## src/rtl/ifu_pkg.sv

```systemverilog
`default_nettype none
// ============================================================================
// Module      : ifu_pkg
// Description : Shared constants and types for the instruction fetch unit.
//               Default widths, skid-buffer depth, the halt word and the
//               default {pc, inst} fetch-entry layout.
// Revision    : 1.0 - initial release
// ============================================================================
package ifu_pkg;

  localparam int IFU_PC_WIDTH   = 32;
  localparam int IFU_INST_WIDTH = 32;
  localparam int IFU_BUF_DEPTH  = 2;

  // Unused instruction memory is zero-filled, so an all-zero word marks the
  // end of the program image.
  localparam logic [IFU_INST_WIDTH-1:0] HALT_WORD = '0;

  typedef struct packed {
    logic [IFU_PC_WIDTH-1:0]   pc;
    logic [IFU_INST_WIDTH-1:0] inst;
  } fetch_entry_t;

endpackage : ifu_pkg
`default_nettype wire

```

## src/rtl/instruction_fetch_unit_if.sv

```systemverilog
`default_nettype none
// ============================================================================
// Module      : instruction_fetch_unit_if
// Description : Bundles the instruction-memory port, the redirect input and
//               the decode-side valid/ready handshake of the fetch unit.
//   master : fetch unit side (drives imem_pc, if_valid, if_pc, if_inst, halted)
//   slave  : environment side (drives imem_inst, redirect_*, if_ready)
// Revision    : 1.0 - initial release
// ============================================================================
interface instruction_fetch_unit_if
  import ifu_pkg::*;
#(
  parameter int PC_WIDTH   = IFU_PC_WIDTH,
  parameter int INST_WIDTH = IFU_INST_WIDTH
);

  logic [PC_WIDTH-1:0]   imem_pc;
  logic [INST_WIDTH-1:0] imem_inst;
  logic                  redirect_valid;
  logic [PC_WIDTH-1:0]   redirect_pc;
  logic                  if_valid;
  logic                  if_ready;
  logic [PC_WIDTH-1:0]   if_pc;
  logic [INST_WIDTH-1:0] if_inst;
  logic                  halted;

  modport master (
    output imem_pc,
    input  imem_inst,
    input  redirect_valid,
    input  redirect_pc,
    output if_valid,
    input  if_ready,
    output if_pc,
    output if_inst,
    output halted
  );

  modport slave (
    input  imem_pc,
    output imem_inst,
    output redirect_valid,
    output redirect_pc,
    input  if_valid,
    output if_ready,
    input  if_pc,
    input  if_inst,
    input  halted
  );

endinterface : instruction_fetch_unit_if
`default_nettype wire

```

## src/rtl/ifu_skid_buffer.sv

```systemverilog
`default_nettype none
// ============================================================================
// Module      : ifu_skid_buffer
// Description : Two-entry FIFO of fetch entries built as a head register plus
//               a tail register. The head is the output; it only changes on a
//               push into an empty/draining buffer or on a pop, so it holds
//               while empty and is stable while stalled.
//   clk, rst_n : clock, asynchronous active-low reset
//   flush      : drop all entries (priority over push/pop)
//   push/data  : write one entry
//   pop        : consume the head
//   head/valid : head entry and its valid flag
//   count      : number of entries held (0..2)
// Revision    : 1.0 - initial release
// ============================================================================
module ifu_skid_buffer
  import ifu_pkg::*;
#(
  parameter type entry_t = fetch_entry_t
) (
  input  logic       clk,
  input  logic       rst_n,
  input  logic       flush,
  input  logic       push,
  input  entry_t     push_data,
  input  logic       pop,
  output entry_t     head,
  output logic       valid,
  output logic [1:0] count
);

  entry_t     r_head;
  entry_t     r_tail;
  logic [1:0] r_count;

  always_ff @(posedge clk or negedge rst_n) begin
    if (!rst_n) begin
      r_head  <= '0;
      r_tail  <= '0;
      r_count <= 2'd0;
    end else if (flush) begin
      r_count <= 2'd0;
    end else begin
      case (r_count)
        2'd0: begin
          if (push) begin
            r_head  <= push_data;
            r_count <= 2'd1;
          end
        end
        2'd1: begin
          case ({push, pop})
            2'b10: begin
              r_tail  <= push_data;
              r_count <= 2'd2;
            end
            2'b01:   r_count <= 2'd0;
            2'b11:   r_head  <= push_data;
            default: ;
          endcase
        end
        2'd2: begin
          if (pop) begin
            r_head <= r_tail;
            if (push) r_tail  <= push_data;
            else      r_count <= 2'd1;
          end
        end
        default: r_count <= 2'd0;
      endcase
    end
  end

  assign head  = r_head;
  assign valid = (r_count != 2'd0);
  assign count = r_count;

  // The fetch credit rule must never let a word arrive at a full buffer.
  a_no_overflow: assert property (@(posedge clk) disable iff (!rst_n)
    !(push && !pop && !flush && (r_count == 2'd2)));

endmodule : ifu_skid_buffer
`default_nettype wire

```

## src/rtl/instruction_fetch_unit.sv

```systemverilog
`default_nettype none
// ============================================================================
// Module      : instruction_fetch_unit
// Description : Owns the PC, issues word addresses to a 1-cycle-latency
//               instruction memory, captures returned words into a 2-entry
//               skid buffer and presents {pc, inst} to decode via valid/ready.
//               Redirects reload the PC and flush everything in flight.
//   clk, rst_n : clock, asynchronous active-low reset
//   bus        : instruction_fetch_unit_if.master (imem port, redirect,
//                decode handshake, halted)
// Optional    : `define IFU_HALT_DETECT_EN stops fetching after an all-zero
//               word is captured; otherwise halted is constant 0.
// Revision    : 1.0 - initial release
// ============================================================================
module instruction_fetch_unit
  import ifu_pkg::*;
#(
  parameter int                  PC_WIDTH   = IFU_PC_WIDTH,
  parameter int                  INST_WIDTH = IFU_INST_WIDTH,
  parameter logic [PC_WIDTH-1:0] RESET_PC   = '0
) (
  input  logic                      clk,
  input  logic                      rst_n,
  instruction_fetch_unit_if.master  bus
);

  typedef struct packed {
    logic [PC_WIDTH-1:0]   pc;
    logic [INST_WIDTH-1:0] inst;
  } entry_t;

  logic [PC_WIDTH-1:0] r_pc;
  logic [PC_WIDTH-1:0] r_pending_pc;
  logic                r_pending;
  logic                w_halted;
  logic [1:0]          w_count;
  logic [2:0]          w_credit;
  logic                w_pop;
  logic                w_issue;
  logic                w_push;
  logic                w_buf_valid;
  entry_t              w_push_entry;
  entry_t              w_head;

  assign w_pop = w_buf_valid && bus.if_ready;

  // Entries that will occupy the buffer after this edge if nothing new is
  // issued; a new address may only go out if its word is sure to find room.
  assign w_credit = {1'b0, w_count} + {2'b00, r_pending} - {2'b00, w_pop};
  assign w_issue  = !bus.redirect_valid && !w_halted && (w_credit < 3'd2);

  // A word still in flight behind a captured halt word is dropped here.
  assign w_push = r_pending && !bus.redirect_valid && !w_halted;

  assign w_push_entry.pc   = r_pending_pc;
  assign w_push_entry.inst = bus.imem_inst;

  always_ff @(posedge clk or negedge rst_n) begin
    if (!rst_n) begin
      r_pc         <= RESET_PC;
      r_pending    <= 1'b0;
      r_pending_pc <= '0;
    end else if (bus.redirect_valid) begin
      r_pc      <= bus.redirect_pc;
      r_pending <= 1'b0;
    end else if (w_issue) begin
      r_pending    <= 1'b1;
      r_pending_pc <= r_pc;
      r_pc         <= r_pc + PC_WIDTH'(1);
    end else begin
      r_pending <= 1'b0;
    end
  end

`ifdef IFU_HALT_DETECT_EN
  logic r_halted;

  always_ff @(posedge clk or negedge rst_n) begin
    if (!rst_n) begin
      r_halted <= 1'b0;
    end else if (bus.redirect_valid) begin
      r_halted <= 1'b0;
    end else if (w_push && (bus.imem_inst == INST_WIDTH'(HALT_WORD))) begin
      r_halted <= 1'b1;
    end
  end

  assign w_halted = r_halted;
`else
  assign w_halted = 1'b0;
`endif

  // A pop coinciding with a redirect is not taken; the flush wins.
  ifu_skid_buffer #(
    .entry_t   (entry_t)
  ) u_skid_buffer (
    .clk       (clk),
    .rst_n     (rst_n),
    .flush     (bus.redirect_valid),
    .push      (w_push),
    .push_data (w_push_entry),
    .pop       (w_pop && !bus.redirect_valid),
    .head      (w_head),
    .valid     (w_buf_valid),
    .count     (w_count)
  );

  assign bus.imem_pc  = r_pc;
  assign bus.if_valid = w_buf_valid;
  assign bus.if_pc    = w_head.pc;
  assign bus.if_inst  = w_head.inst;
  assign bus.halted   = w_halted;

endmodule : instruction_fetch_unit
`default_nettype wire

```

## src/flat_wrapper.sv

```systemverilog
// flat-port wrapper written by rule: the top's interface ports become plain ports
module instruction_fetch_unit_flat import ifu_pkg::*;
#(
  parameter int                  PC_WIDTH   = IFU_PC_WIDTH,
  parameter int                  INST_WIDTH = IFU_INST_WIDTH,
  parameter logic [PC_WIDTH-1:0] RESET_PC   = '0
)
  (clk, rst_n, bus_imem_pc, bus_imem_inst, bus_redirect_valid, bus_redirect_pc, bus_if_valid, bus_if_ready, bus_if_pc, bus_if_inst, bus_halted);
  instruction_fetch_unit_if #(.PC_WIDTH(PC_WIDTH), .INST_WIDTH(INST_WIDTH)) bus_i ();
  input  logic clk;
  input  logic rst_n;
  output wire logic [$bits(bus_i.imem_pc)-1:0] bus_imem_pc;
  input wire logic [$bits(bus_i.imem_inst)-1:0] bus_imem_inst;
  input wire logic [$bits(bus_i.redirect_valid)-1:0] bus_redirect_valid;
  input wire logic [$bits(bus_i.redirect_pc)-1:0] bus_redirect_pc;
  output wire logic [$bits(bus_i.if_valid)-1:0] bus_if_valid;
  input wire logic [$bits(bus_i.if_ready)-1:0] bus_if_ready;
  output wire logic [$bits(bus_i.if_pc)-1:0] bus_if_pc;
  output wire logic [$bits(bus_i.if_inst)-1:0] bus_if_inst;
  output wire logic [$bits(bus_i.halted)-1:0] bus_halted;
  assign bus_imem_pc = bus_i.imem_pc;
  assign bus_i.imem_inst = bus_imem_inst;
  assign bus_i.redirect_valid = bus_redirect_valid;
  assign bus_i.redirect_pc = bus_redirect_pc;
  assign bus_if_valid = bus_i.if_valid;
  assign bus_i.if_ready = bus_if_ready;
  assign bus_if_pc = bus_i.if_pc;
  assign bus_if_inst = bus_i.if_inst;
  assign bus_halted = bus_i.halted;
  instruction_fetch_unit #(.PC_WIDTH(PC_WIDTH), .INST_WIDTH(INST_WIDTH), .RESET_PC(RESET_PC)) u_core (.clk(clk), .rst_n(rst_n), .bus(bus_i));
endmodule
```

## config.mk

```make
export PLATFORM = sky130hd
export DESIGN_NAME = instruction_fetch_unit_flat
export DESIGN_NICKNAME = d
export VERILOG_FILES = /design/src/rtl/ifu_pkg.sv /design/src/rtl/instruction_fetch_unit_if.sv /design/src/rtl/ifu_skid_buffer.sv /design/src/rtl/instruction_fetch_unit.sv /design/src/flat_wrapper.sv
export SDC_FILE = /design/constraint.sdc
export NUM_CORES = 1
export LEC_CHECK = 0
export ABC_AREA = 1
export BUFFER_PORTS_ARGS = -buffer_cell sky130_fd_sc_hd__buf_2
export CAP_MARGIN = 20
export CORE_UTILIZATION = 28
export CTS_CLUSTER_SIZE = 16
export DETAILED_ROUTE_END_ITERATION = 6
export PLACE_DENSITY = 0.45
export SLEW_MARGIN = 20
export SYNTH_ARGS = -nofsm -noshare
export SYNTH_HDL_FRONTEND = slang
export SYNTH_SLANG_ARGS = --single-unit
```

## constraint.sdc

```tcl
create_clock -name clk -period 3.51 [get_ports clk]
set_clock_uncertainty 0.2 [all_clocks]
set_input_delay 0 -clock clk [delete_from_list [all_inputs] [get_ports clk]]
set_output_delay 0 -clock clk [all_outputs]
set_load 0.02 [all_outputs]
```

Word-level counts from Yosys, hierarchy flattened
Cells that the tools add are included.
- bits in registers: 195
- input port bits: 68
- output and inout bits: 98
- word-level logic and storage cells: 58
- add/sub/neg operators: 3
- $lt $le $gt $ge: 1
- equality and inequality tests: 14
- muxes and demuxes: 17
- bitwise logic cells: 1
- reduce and logical (&&, ||, !) cells: 14
- operator list (operator ; count):
    64-bit 2-to-1 mux ; 5
    64-bit case mux with 3 select lines ; 1
    64-bit case mux with 2 select lines ; 1
    32-bit 2-to-1 mux ; 2
    32-bit by 1-bit adder with 32-bit output (second input constant) ; 1
    5-bit AND reduction ; 2
    3-bit inequality test (second input constant) ; 3
    2-bit 2-to-1 mux ; 4
    2-bit inequality test (second input constant) ; 4
    2-bit == test (second input constant) ; 3
    2-bit case mux with 3 select lines ; 1
    2-bit nonzero test ; 3
    2-bit by 1-bit == test with 1-bit output (second input constant) ; 2
    1-bit logical AND ; 4
    4-bit inequality test (second input constant) ; 1
    2-bit case mux with 2 select lines ; 1
    4-bit AND reduction ; 1
    2-bit by 1-bit adder with 3-bit output ; 1
    3-bit by 2-bit less-than comparator with 1-bit output (second input constant) ; 1
    3-bit nonzero test ; 1
    3-bit by 1-bit subtractor with 3-bit output ; 1
    2-bit zero test ; 1
    1-bit 2-to-1 mux ; 2
    2-bit by 1-bit inequality test with 1-bit output (second input constant) ; 1
    other kinds (3) ; 3

Longest topological paths before layout
Gate-level depths: netlist of run 1.
- depth after elaboration: 7
- gate-level depth with buffers: 14
- depth with buffers taken out: 12

Hierarchy
A second synthesis of run 1 with hierarchy kept.
- cell total of the unflattened synthesis: 1304
- area total of the unflattened synthesis: 9878.2 µm²
- by module, submodules not included (module ; times used ; cells each ; area each (µm²) ; sequential area each (µm²)):
    ifu_skid_buffer ; 1 ; 798 ; 6123.4 ; 3253.1
    instruction_fetch_unit ; 1 ; 506 ; 3754.9 ; 1626.6

Worst setup path after synthesis of run 1
No wires, ideal clock.
- path type: reg-to-reg
- start: register u_core.u_skid_buffer.r_count[1], in the netlist u_core.u_skid_buffer.count[1]
- end: register u_core.r_pc[20], in the netlist u_core.bus.imem_pc[20]
- setup time: 125 ps
- data arrival time: 2149 ps
- data required time: 3185 ps
- setup slack: 1036 ps
- cell stages (with the launch flop): 15
- path buffers: 2
- clock period less this slack: 2474 ps
- cells stage by stage: dfrtp_1 buf_4 nor2_2 nor2_1 nand2_1 inv_1 o21ai_0 fa_1 xnor2_4 nand2_4 nand2_1 buf_2 o21ai_0 inv_1 nand3_1
- word-level cells in the longest chain between the ends: 6
- elaborated cells between the ends (all ways): 7
- those cells by class: add/sub (2); order compare (1); reduce/logical (4)
- ends and longest elaborated chain (what ; line ; source):
    start, declared ; ifu_skid_buffer.sv:34 ; logic [1:0] r_count;
    start signal, assigned ; ifu_skid_buffer.sv:40 ; r_count <= 2'd0;
    start signal, assigned ; ifu_skid_buffer.sv:42 ; r_count <= 2'd0;
    start signal, assigned ; ifu_skid_buffer.sv:48 ; r_count <= 2'd1;
    branches (longest 2 deep; another with 2-bit by 1-bit adder with 3-bit output) ; - ;
    3-bit by 1-bit subtractor with 3-bit output * ; instruction_fetch_unit.sv:49 ; assign w_credit = {1'b0, w_count} + {2'b00, r_pending} - {2'b00, w_pop};
    3-bit by 2-bit less-than comparator with 1-bit output * ; instruction_fetch_unit.sv:50 ; assign w_issue = !bus.redirect_valid && !w_halted && (w_credit < 3'd2);
    1-bit logical AND * ; instruction_fetch_unit.sv:50 ;
    2-bit nonzero test (no line) * ; - ;
    end signal, assigned ; instruction_fetch_unit.sv:64 ; r_pc <= bus.redirect_pc;
    end signal, assigned ; instruction_fetch_unit.sv:69 ; r_pc <= r_pc + PC_WIDTH'(1);
    end, declared ; instruction_fetch_unit.sv:32 ; logic [PC_WIDTH-1:0] r_pc;
Mark *: on every way between the ends.
A chain may end at the register's enable or synchronous reset.

Worst setup path after layout of run 1
- start: register u_core.u_skid_buffer.r_count[0], in the netlist u_core.u_skid_buffer.count[0]
- end: register u_core.r_pc[4], in the netlist u_core.bus.imem_pc[4]
Same word-level chain as after synthesis.

==> flow_summary.ini, run 1 <==
[run_status]
status = completed

[synth]
ys_types = 39
synth_flop_cell = dfrtp_1
synth_seq_cells = 195
synthArstFlopShare_pct = 100
ys_warn_count = 0
yosysTopAreaCell = dfrtp_1
synthTopCellsByArea = dfrtp_1 52%, nand2_1 13%, o21ai_2 5.8%
syn_area_um2 = 9410
syn_area_per_cell_um2 = 8.38
synthCells = 1123
synth_top_area_share_pct = 51.9
synth_edf_count = 0
syn-num-nets = 1193
synth.yosys.seq_area_share_pct = 51.9

[sta]
fmax_mhz = 340
slew_headroom_pct = 61.0
finalCritPeriodShare_pct = 83.8
rsz0062_at_grt = no
hold_viol = 0
setup_ws_ps = 568
slew_viol_final = 0
tightest_slew_ps = 586
setup_violations = 0
fin_crit_ps = 2940
tns_ps = 0

[place]
place_congestion = 0.828
io_buffers = 164
pre_cts_slack_ps = 576
dpl.hpwl_um = 16300

[pwr]
ir_drop_uv = 364
power_w = 0.00994
p_leak_nw = 5.99
powerDensity_nw_per_um2 = 829

[worst_setup_path]
worstPathMaxFanout = 17
path_class = reg2reg
path_cells = nor2_2 -> nor2_1 -> nand2_1 -> inv_1 -> o21ai_0 -> fa_1 -> xnor2_4 -> nand2_4 -> nand2_1 -> inv_1 -> nand2_1 -> o211ai_1
path_buf_inv = 2
path_depth = 12
cp-start-kind = flop
rrSetupSlack_ps = 570
crit_path_max_incr_delay_ps = 470
slowest_stage = fa_1
worst-r2r-cell-count = 12
cp-end-kind = flop
critPathTopFamily = simple AND/OR/NAND/NOR gates
arrival_ps = 3050
cp.required_ps = 3620
crit_top_cell = nand2_1

[die]
core_um2 = 32800
die_height_um = 185
io_pins = 166
num_rows = 66
dieArea_um2 = 34300
die_w_um = 185
initial_core_util_pct = 28.7

[global_routing]
grt_max_degree = 129
grt_use_total_pct = 14.4
gr-total-overflow = 0
grt_pass1_wl_um = 38700
grt_pass1_vias = 7138
antenna_found_initial = 0

[clock_network]
cts_htree_levels = 4
numCtsBuffers = 17
worstSkewPairLatency_ps = 440
cts-resized-gates = 0
cts_tree = done
cts_root_buffer = clkbuf_16
clockBufferDepth = 2
clkSlewWorstSetupHoldPaths_ps = 80
cts.sinks = 195

[cells_and_area]
antenna_cells = 0
drive_gt1_share_pct = 21.1
final_common_cell = nand2_1
area_growth_pct = 27.5
nets = 1413
final_cell_mix = 332 x nand2_1, 195 x dfrtp_1, 163 x buf_2

[min_path]
whs_path_depth = 6
hp-class = in2reg

[route]
wl_per_cell_um = 13.3
ant_nets = 0
route.vias.total = 7641
drt_wl_total_um = 24000
drtPass1Iterations = 5
dr.first_iter.drc_count = 394
vias_per_cell = 4.25
route.detailed.drc = 0

[job]
drv_cap = 0
==> sequential cells by signal (all words and copies together) (netlist names) <==
signal / count
u_core.u_skid_buffer.count: 2
u_core.u_skid_buffer.r_tail: 64
u_core.u_skid_buffer.head: 64
u_core.bus.imem_pc: 32
u_core.r_pending_pc: 32
u_core.r_pending: 1
==> report_power, final <==
part | switching, W | total, W | internal (W) | leakage (nW)
registers | 0.000655 | 0.00392 | 0.00327 | 2.41
logic | 0.00269 | 0.00410 | 0.00141 | 3.30
clock network | 0.000969 | 0.00192 | 0.000949 | 0.278
total | 0.00432 | 0.00994 | 0.00563 | 5.99
==> repair_timing <==
item	in CTS	in global routing
endpoints found under the hold margin	250	0
buffers inserted	0	0
hold buffers	85	0
==> worst register-to-register path: stages, from the launching register on <==
cell and delay [ps]:
dfrtp_1 410, nor2_2 70, nor2_1 130, nand2_1 90, inv_1 90, o21ai_0 100, fa_1 470, xnor2_4 220
nand2_4 180, nand2_1 410, inv_1 250, nand2_1 120, o211ai_1 80
==> path summary, 6_finish.rpt <==
check                                                              endpoint                                        start
worst max-delay path                      u_core.bus.imem_pc[4]$_DFFE_PN0P_    u_core.u_skid_buffer.count[0]$_DFFE_PN0P_
worst min-delay path                     u_core.bus.imem_pc[27]$_DFFE_PN0P_                           bus_redirect_valid
worst max register to register            u_core.bus.imem_pc[4]$_DFFE_PN0P_    u_core.u_skid_buffer.count[0]$_DFFE_PN0P_
worst min register to register  u_core.u_skid_buffer.r_tail[28]$_DFFE_PN0P_  u_core.u_skid_buffer.r_tail[28]$_DFFE_PN0P_
max in group asynchronous          u_core.u_skid_buffer.head[5]$_DFFE_PN0P_                                        rst_n
min in group asynchronous               u_core.r_pending_pc[11]$_DFFE_PN0P_                                        rst_n
==> kinds of logic after synthesis <==
logic type	count (synthesis)	synth area share, %
compound gates	253	16.4
xor+xnor	10	1.13
fa+ha+maj	2	0.346
buf+inv	181	9.08
flops	195	51.9
other cells	1	0.0399
simple gates	481	21.1
==> stage by stage <==
| step | util, % | area (µm²) | cells | hold WS (ps) |
|---|---|---|---|---|
| 3_5_place_dp | 32.2 | 10600 | 1681 | -107 |
| 3_3_place_gp | 32.2 | 10600 | 1681 | -95.7 |
| 2_1_floorplan | - | 9410 | 1123 | -496 |
| 4_1_cts | 36.6 | 12000 | 1798 | 0.575 |
| 5_1_grt | 36.6 | 12000 | 1798 | 35.2 |
| 6_report | 36.6 | 12000 | 1798 | 17.4 |
==> area by class of cell <==
| class | instances | area (µm²) |
|---|---|---|
| clock inverter | 14 | 146 |
| timing repair buffer | 262 | 1840 |
| multi-input combinational | 747 | 3700 |
| inverter | 120 | 455 |
| fill | 3440 | 20800 |
| tap | 442 | 553 |
| clock buffer | 18 | 429 |
| sequential | 195 | 4880 |
==> Yosys cell counts (2+ instances only) <==
cell	instances
a21oi_1	18
buf_2	25
buf_4	7
buf_6	15
clkbuf_1	13
dfrtp_1	195
inv_1	118
nand2_1	332
nand2_2	2
nand3_1	68
nand3b_1	8
nor2_1	55
nor2_2	4
nor3_1	6
o211ai_1	12
o21ai_0	85
o21ai_1	70
o21ai_2	62
xor2_1	8
==> per-layer routing <==
layer / share of wire (%) / global-route usage [%] / routed length [µm] / vias to the layer above
met5: 0 / 0 / 0 / -
met4: 0.81 / 3.74 / 195 / 0
met3: 3.8 / 2.38 / 904 / 11
met2: 42 / 21.7 / 10200 / 159
met1: 53 / 21.2 / 12700 / 3408
li1: - / - / - / 4063
(Power assumes the default switching activity.)
==> inputs of run 2 (changes only) <==
--- a/config.mk
+++ b/config.mk
@@ -11,7 +11,7 @@
 export CORE_UTILIZATION = 28
 export CTS_CLUSTER_SIZE = 16
 export DETAILED_ROUTE_END_ITERATION = 6
-export PLACE_DENSITY = 0.45
+export PLACE_DENSITY = 0.46
 export SLEW_MARGIN = 20
 export SYNTH_ARGS = -nofsm -noshare
 export SYNTH_HDL_FRONTEND = slang
==> constraint.sdc (replaced) <==
create_clock -name clk -period 2.65 [get_ports clk]
set_clock_uncertainty 0.2 [all_clocks]
set_input_delay 0 -clock clk [delete_from_list [all_inputs] [get_ports clk]]
set_output_delay 0 -clock clk [all_outputs]
set_load 0.02 [all_outputs]
==> flow_summary.ini, run 2 (synthesized netlist as in run 1, its figures left out) <==
[pwr]
p_int_w = 0.00758
p_comb_share_pct = 41.7
powerDensity_nw_per_um2 = 1100
seq_power_share_pct = 39.2
power.net_switching_w = 0.00572
clkPwrFrac_pct = 19.2
ir_drop_uv = 461
p_leak_nw = 6.03
swShare_pct = 43.0

[clock_network]
clockBufferDepth = 2
cts_htree_levels = 4
numCtsBuffers = 17
cts_root_buffer = clkbuf_16
cts.sinks = 195
cts_tree = done
worstSkewPairLatency_ps = 440
cts_setup_buffers = 0
clkSlewWorstSetupHoldPaths_ps = 90

[route]
drtPass1Iterations = 5
drt_wl_total_um = 24100
wl_per_cell_um = 13.4
vias_per_cell = 4.30
route.vias.total = 7750
dr.first_iter.drc_count = 573
ant_nets = 0
route.detailed.drc = 0

[global_routing]
grt_max_degree = 95
grt_pass1_vias = 7539
grt_pass1_wl_um = 40300
grt_use_total_pct = 15.0
gr-total-overflow = 0
antenna_found_initial = 0

[cells_and_area]
final_cell_mix = 331 x nand2_1, 195 x dfrtp_1, 163 x buf_2
nets = 1418
final_common_cell = nand2_1
area_growth_pct = 28.0
final_util_pct = 36.7
fillers = 3471
antenna_cells = 0
drive_gt1_share_pct = 22.0

[die]
num_rows = 66
io_pins = 166
die_w_um = 185
core_um2 = 32800
initial_core_util_pct = 28.7
dieArea_um2 = 34300
die_height_um = 185

[sta]
tightest_slew_ps = 612
tns_ps = 0
setup_violations = 0
rsz0062_at_grt = no
setup_ws_ps = 162
slew_headroom_pct = 59.2
slew_viol_final = 0
finalCritPeriodShare_pct = 93.9
fin_crit_ps = 2490
fmax_mhz = 402
hold_viol = 0

[worst_setup_path]
path_class = reg2reg
slowest_stage = dlygate4sd3_1
cp-end-kind = flop
crit_path_max_incr_delay_ps = 560
cp.required_ps = 2820
worstPathMaxFanout = 7
path_cells = buf_4 -> nor2_1 -> nand3_1 -> inv_1 -> nand3_1 -> dlygate4sd3_1 -> nand2_1 -> dlygate4sd3_1
cp-start-kind = flop
arrival_ps = 2660

[place]
place_congestion = 0.778
pre_cts_slack_ps = 81.2
dpl.hpwl_um = 16700
io_buffers = 164

[min_path]
hp-class = in2reg

[run_status]
status = completed

[job]
drv_cap = 0
[run 2: area by class of cell]
| cell class | count | area [µm²] | area share, % |
|---|---|---|---|
| tap | 442 | 553 | 4.59 |
| clock inverter | 13 | 116 | 0.966 |
| multi-input combinational | 747 | 3700 | 30.8 |
| sequential | 195 | 4880 | 40.5 |
| inverter | 120 | 455 | 3.78 |
| clock buffer | 19 | 453 | 3.76 |
| timing repair buffer | 267 | 1880 | 15.6 |
[run 2: critical path: cells and delay by family, from the launching register on]
kind / cells / cell delay [ps]
and+or+nand+nor: 4 / 470
buffers and inverters: 4 / 1370
DFF: 1 / 390
[run 2: power groups by stage]
stage / Sequential, W / Combinational, W / Clock, W
floorplan: 0.00589 / 0.00311 / 0
global placement: 0.00524 / 0.00547 / 0
detailed placement: 0.00526 / 0.00554 / 0
CTS: 0.00521 / 0.00564 / 0.00266
global route: 0.00541 / 0.00628 / 0.00280
finish: 0.00520 / 0.00554 / 0.00255
[run 2: final timing paths]
check,start,endpoint,slack (ps),depth (start not counted)
max in group asynchronous,rst_n,u_core.bus.imem_pc[24]$_DFFE_PN0P_,1050,4
min reg2reg,u_core.u_skid_buffer.r_tail[22]$_DFFE_PN0P_,u_core.u_skid_buffer.r_tail[22]$_DFFE_PN0P_,280,2
max reg2reg,u_core.u_skid_buffer.count[1]$_DFFE_PN0P_,u_core.u_skid_buffer.count[1]$_DFFE_PN0P_,160,8
max,u_core.u_skid_buffer.count[1]$_DFFE_PN0P_,u_core.u_skid_buffer.count[1]$_DFFE_PN0P_,160,8
min in group asynchronous,rst_n,u_core.bus.imem_pc[8]$_DFFE_PN0P_,440,3
min,bus_redirect_pc[15],u_core.bus.imem_pc[15]$_DFFE_PN0P_,170,5
[run 2: stage by stage]
step                area [µm²]  hold slack [ps]  std cells  power [W]
floorplan                 9410             -496       1123    0.00900
global placement         10700             -136       1691     0.0107
detailed placement       10700             -136       1691     0.0108
CTS                      12000              151       1803     0.0135
global route             12000              167       1803     0.0145
finish                   12000              170       1803     0.0133
[run 2: per-layer routing]
layer  vias to the layer above  part of all wire (%)  global-route usage [%]
met3                         7                   3.7                    2.56
met4                         0                  0.77                    3.67
met2                       150                    43                    22.5
met5                         -                     0                       0
met1                      3540                    52                    22.1
li1                       4053                     -                       -
[run 2: timing repair]
item / 4_1_cts / 5_1_grt
setup endpoints to repair: 0 / 25
hold endpoints to repair: 293 / 0
gates resized for setup: 0 / 5
hold buffers: 80 / 0
==> inputs of run 3 (changes only) <==
--- a/config.mk
+++ b/config.mk
@@ -8,10 +8,11 @@
 export ABC_AREA = 1
 export BUFFER_PORTS_ARGS = -buffer_cell sky130_fd_sc_hd__buf_2
 export CAP_MARGIN = 20
-export CORE_UTILIZATION = 28
+export CORE_UTILIZATION = 25
 export CTS_CLUSTER_SIZE = 16
 export DETAILED_ROUTE_END_ITERATION = 6
-export PLACE_DENSITY = 0.46
+export PLACE_DENSITY = 0.42
+export RECOVER_POWER = 25
 export SLEW_MARGIN = 20
 export SYNTH_ARGS = -nofsm -noshare
 export SYNTH_HDL_FRONTEND = slang
==> flow_summary.ini, run 3 (synthesized netlist as in run 1, its figures left out) <==
[run_status]
status = completed

[worst_setup_path]
cp-end-kind = flop
path_class = reg2reg
cp.required_ps = 2810
cp-start-kind = flop
worstPathMaxFanout = 7
arrival_ps = 2630
rrSetupSlack_ps = 190

[clock_network]
cts_tree = done
numCtsBuffers = 17
cts_htree_levels = 4
cts_root_buffer = clkbuf_16
cts.sinks = 195
worstSkewPairLatency_ps = 440
clkSlewWorstSetupHoldPaths_ps = 70
clockBufferDepth = 2

[place]
dpl.hpwl_um = 17900
dp_cells = 1722
io_buffers = 164
place_congestion = 0.812
pre_cts_slack_ps = -5.66

[pwr]
swShare_pct = 42.3
p_int_w = 0.00794
p_leak_nw = 5.84
power.net_switching_w = 0.00583
powerDensity_nw_per_um2 = 1130
clkPwrFrac_pct = 21.5
seq_power_share_pct = 38.0
power_w = 0.0138
ir_drop_uv = 459
p_comb_share_pct = 40.5

[route]
routedLengthMet1_um = 13900
top_layer_used = met4
route.met3.wl_um = 870
drt_wl_total_um = 26300
route.vias.total = 7821
route.detailed.drc = 0
dr.first_iter.drc_count = 397
drtPass1Iterations = 4
vias_per_cell = 4.26
ant_nets = 0
wl_per_cell_um = 14.3
wl_met2_um = 11300

[cells_and_area]
drive_gt1_share_pct = 15.7
final_cell_mix = 331 x nand2_1, 195 x dfrtp_1, 118 x inv_1
multi_input_area_um2 = 3700
fillers = 4006
antenna_cells = 0
final_common_cell = nand2_1
stdcell_count = 1835
layout.area.seq_um2 = 4880
nets = 1424
area_growth_pct = 29.4

[global_routing]
grt_pass1_vias = 7557
grt_max_degree = 102
antenna_found_initial = 0
grt_pass1_wl_um = 42100
gr-total-overflow = 0
grt_use_total_pct = 14.0

[die]
die_w_um = 196
io_pins = 166
core_um2 = 36800
num_rows = 70
die_height_um = 196
dieArea_um2 = 38400
initial_core_util_pct = 25.6

[sta]
slew_headroom_pct = 60.5
fin_crit_ps = 2460
setup_violations = 0
finalCritPeriodShare_pct = 92.9
rsz0062_at_grt = no
tightest_slew_ps = 593
hold_viol = 0
fmax_mhz = 406
setup_ws_ps = 189
fin_hold_ws_ps = 160
slew_viol_final = 0
tns_ps = 0

[min_path]
hp-class = in2reg

[job]
drv_cap = 0
==> run 3: repair_timing <==
item                                    CTS  global route
hold endpoints to repair                297             0
hold buffers                             80             0
endpoints found under the setup margin    3             7
pin swaps                                 0             1
buffers inserted                          0             0
resized for setup                         1             2
gates cloned                              0             1
==> run 3: path summary, 6_finish.rpt <==
kind,cells past startpoint,from,endpoint
min in group asynchronous,3,rst_n,u_core.r_pending_pc[11]$_DFFE_PN0P_
hold / removal,4,bus_redirect_pc[8],u_core.bus.imem_pc[8]$_DFFE_PN0P_
setup reg to reg,11,u_core.u_skid_buffer.count[1]$_DFFE_PN0P_,u_core.bus.imem_pc[0]$_DFFE_PN0P_
max in group asynchronous,4,rst_n,u_core.u_skid_buffer.head[61]$_DFFE_PN0P_
setup / recovery,11,u_core.u_skid_buffer.count[1]$_DFFE_PN0P_,u_core.bus.imem_pc[0]$_DFFE_PN0P_
hold reg to reg,2,u_core.u_skid_buffer.r_tail[58]$_DFFE_PN0P_,u_core.u_skid_buffer.r_tail[58]$_DFFE_PN0P_
==> run 3: power groups by stage <==
| stage | Sequential (W) | Clock, W | Combinational, W |
|---|---|---|---|
| global route | 0.00544 | 0.00319 | 0.00635 |
| floorplan | 0.00589 | 0 | 0.00311 |
| detailed placement | 0.00527 | 0 | 0.00575 |
| CTS | 0.00522 | 0.00309 | 0.00585 |
| global placement | 0.00525 | 0 | 0.00569 |
| finish | 0.00523 | 0.00296 | 0.00558 |
==> run 3: area by class of cell <==
cell class                 instances  area share [%]
clock inverter                    13            1.81
sequential                       195            40.1
clock buffer                      19            3.64
tap                              468            4.81
multi-input combinational        747            30.4
inverter                         120            3.74
timing repair buffer             273            15.5
==> run 3: stage by stage <==
stage	area, µm²	utilization (%)
floorplan	9410	-
global placement	10800	29.3
detailed placement	10800	29.3
CTS	12200	33.3
global route	12200	33.1
finish	12200	33.1
==> run 3: metal layers <==
layer / global-route usage [%] / up-vias
li1: - / 4085
met1: 20.5 / 3572
met2: 20.9 / 149
met3: 2.54 / 15
met4: 4.17 / 0
met5: 0 / -
==> run 3: critical path, cell delays in order, from the launching register on <==
cell and delay, ps:
dfrtp_1 390, nor2_2 130, nor2_1 60, nand2_1 80, inv_1 70, o21ai_0 210, fa_2 530, nand2_4 120
nand2_2 140, buf_4 180, buf_4 130, o211ai_1 140
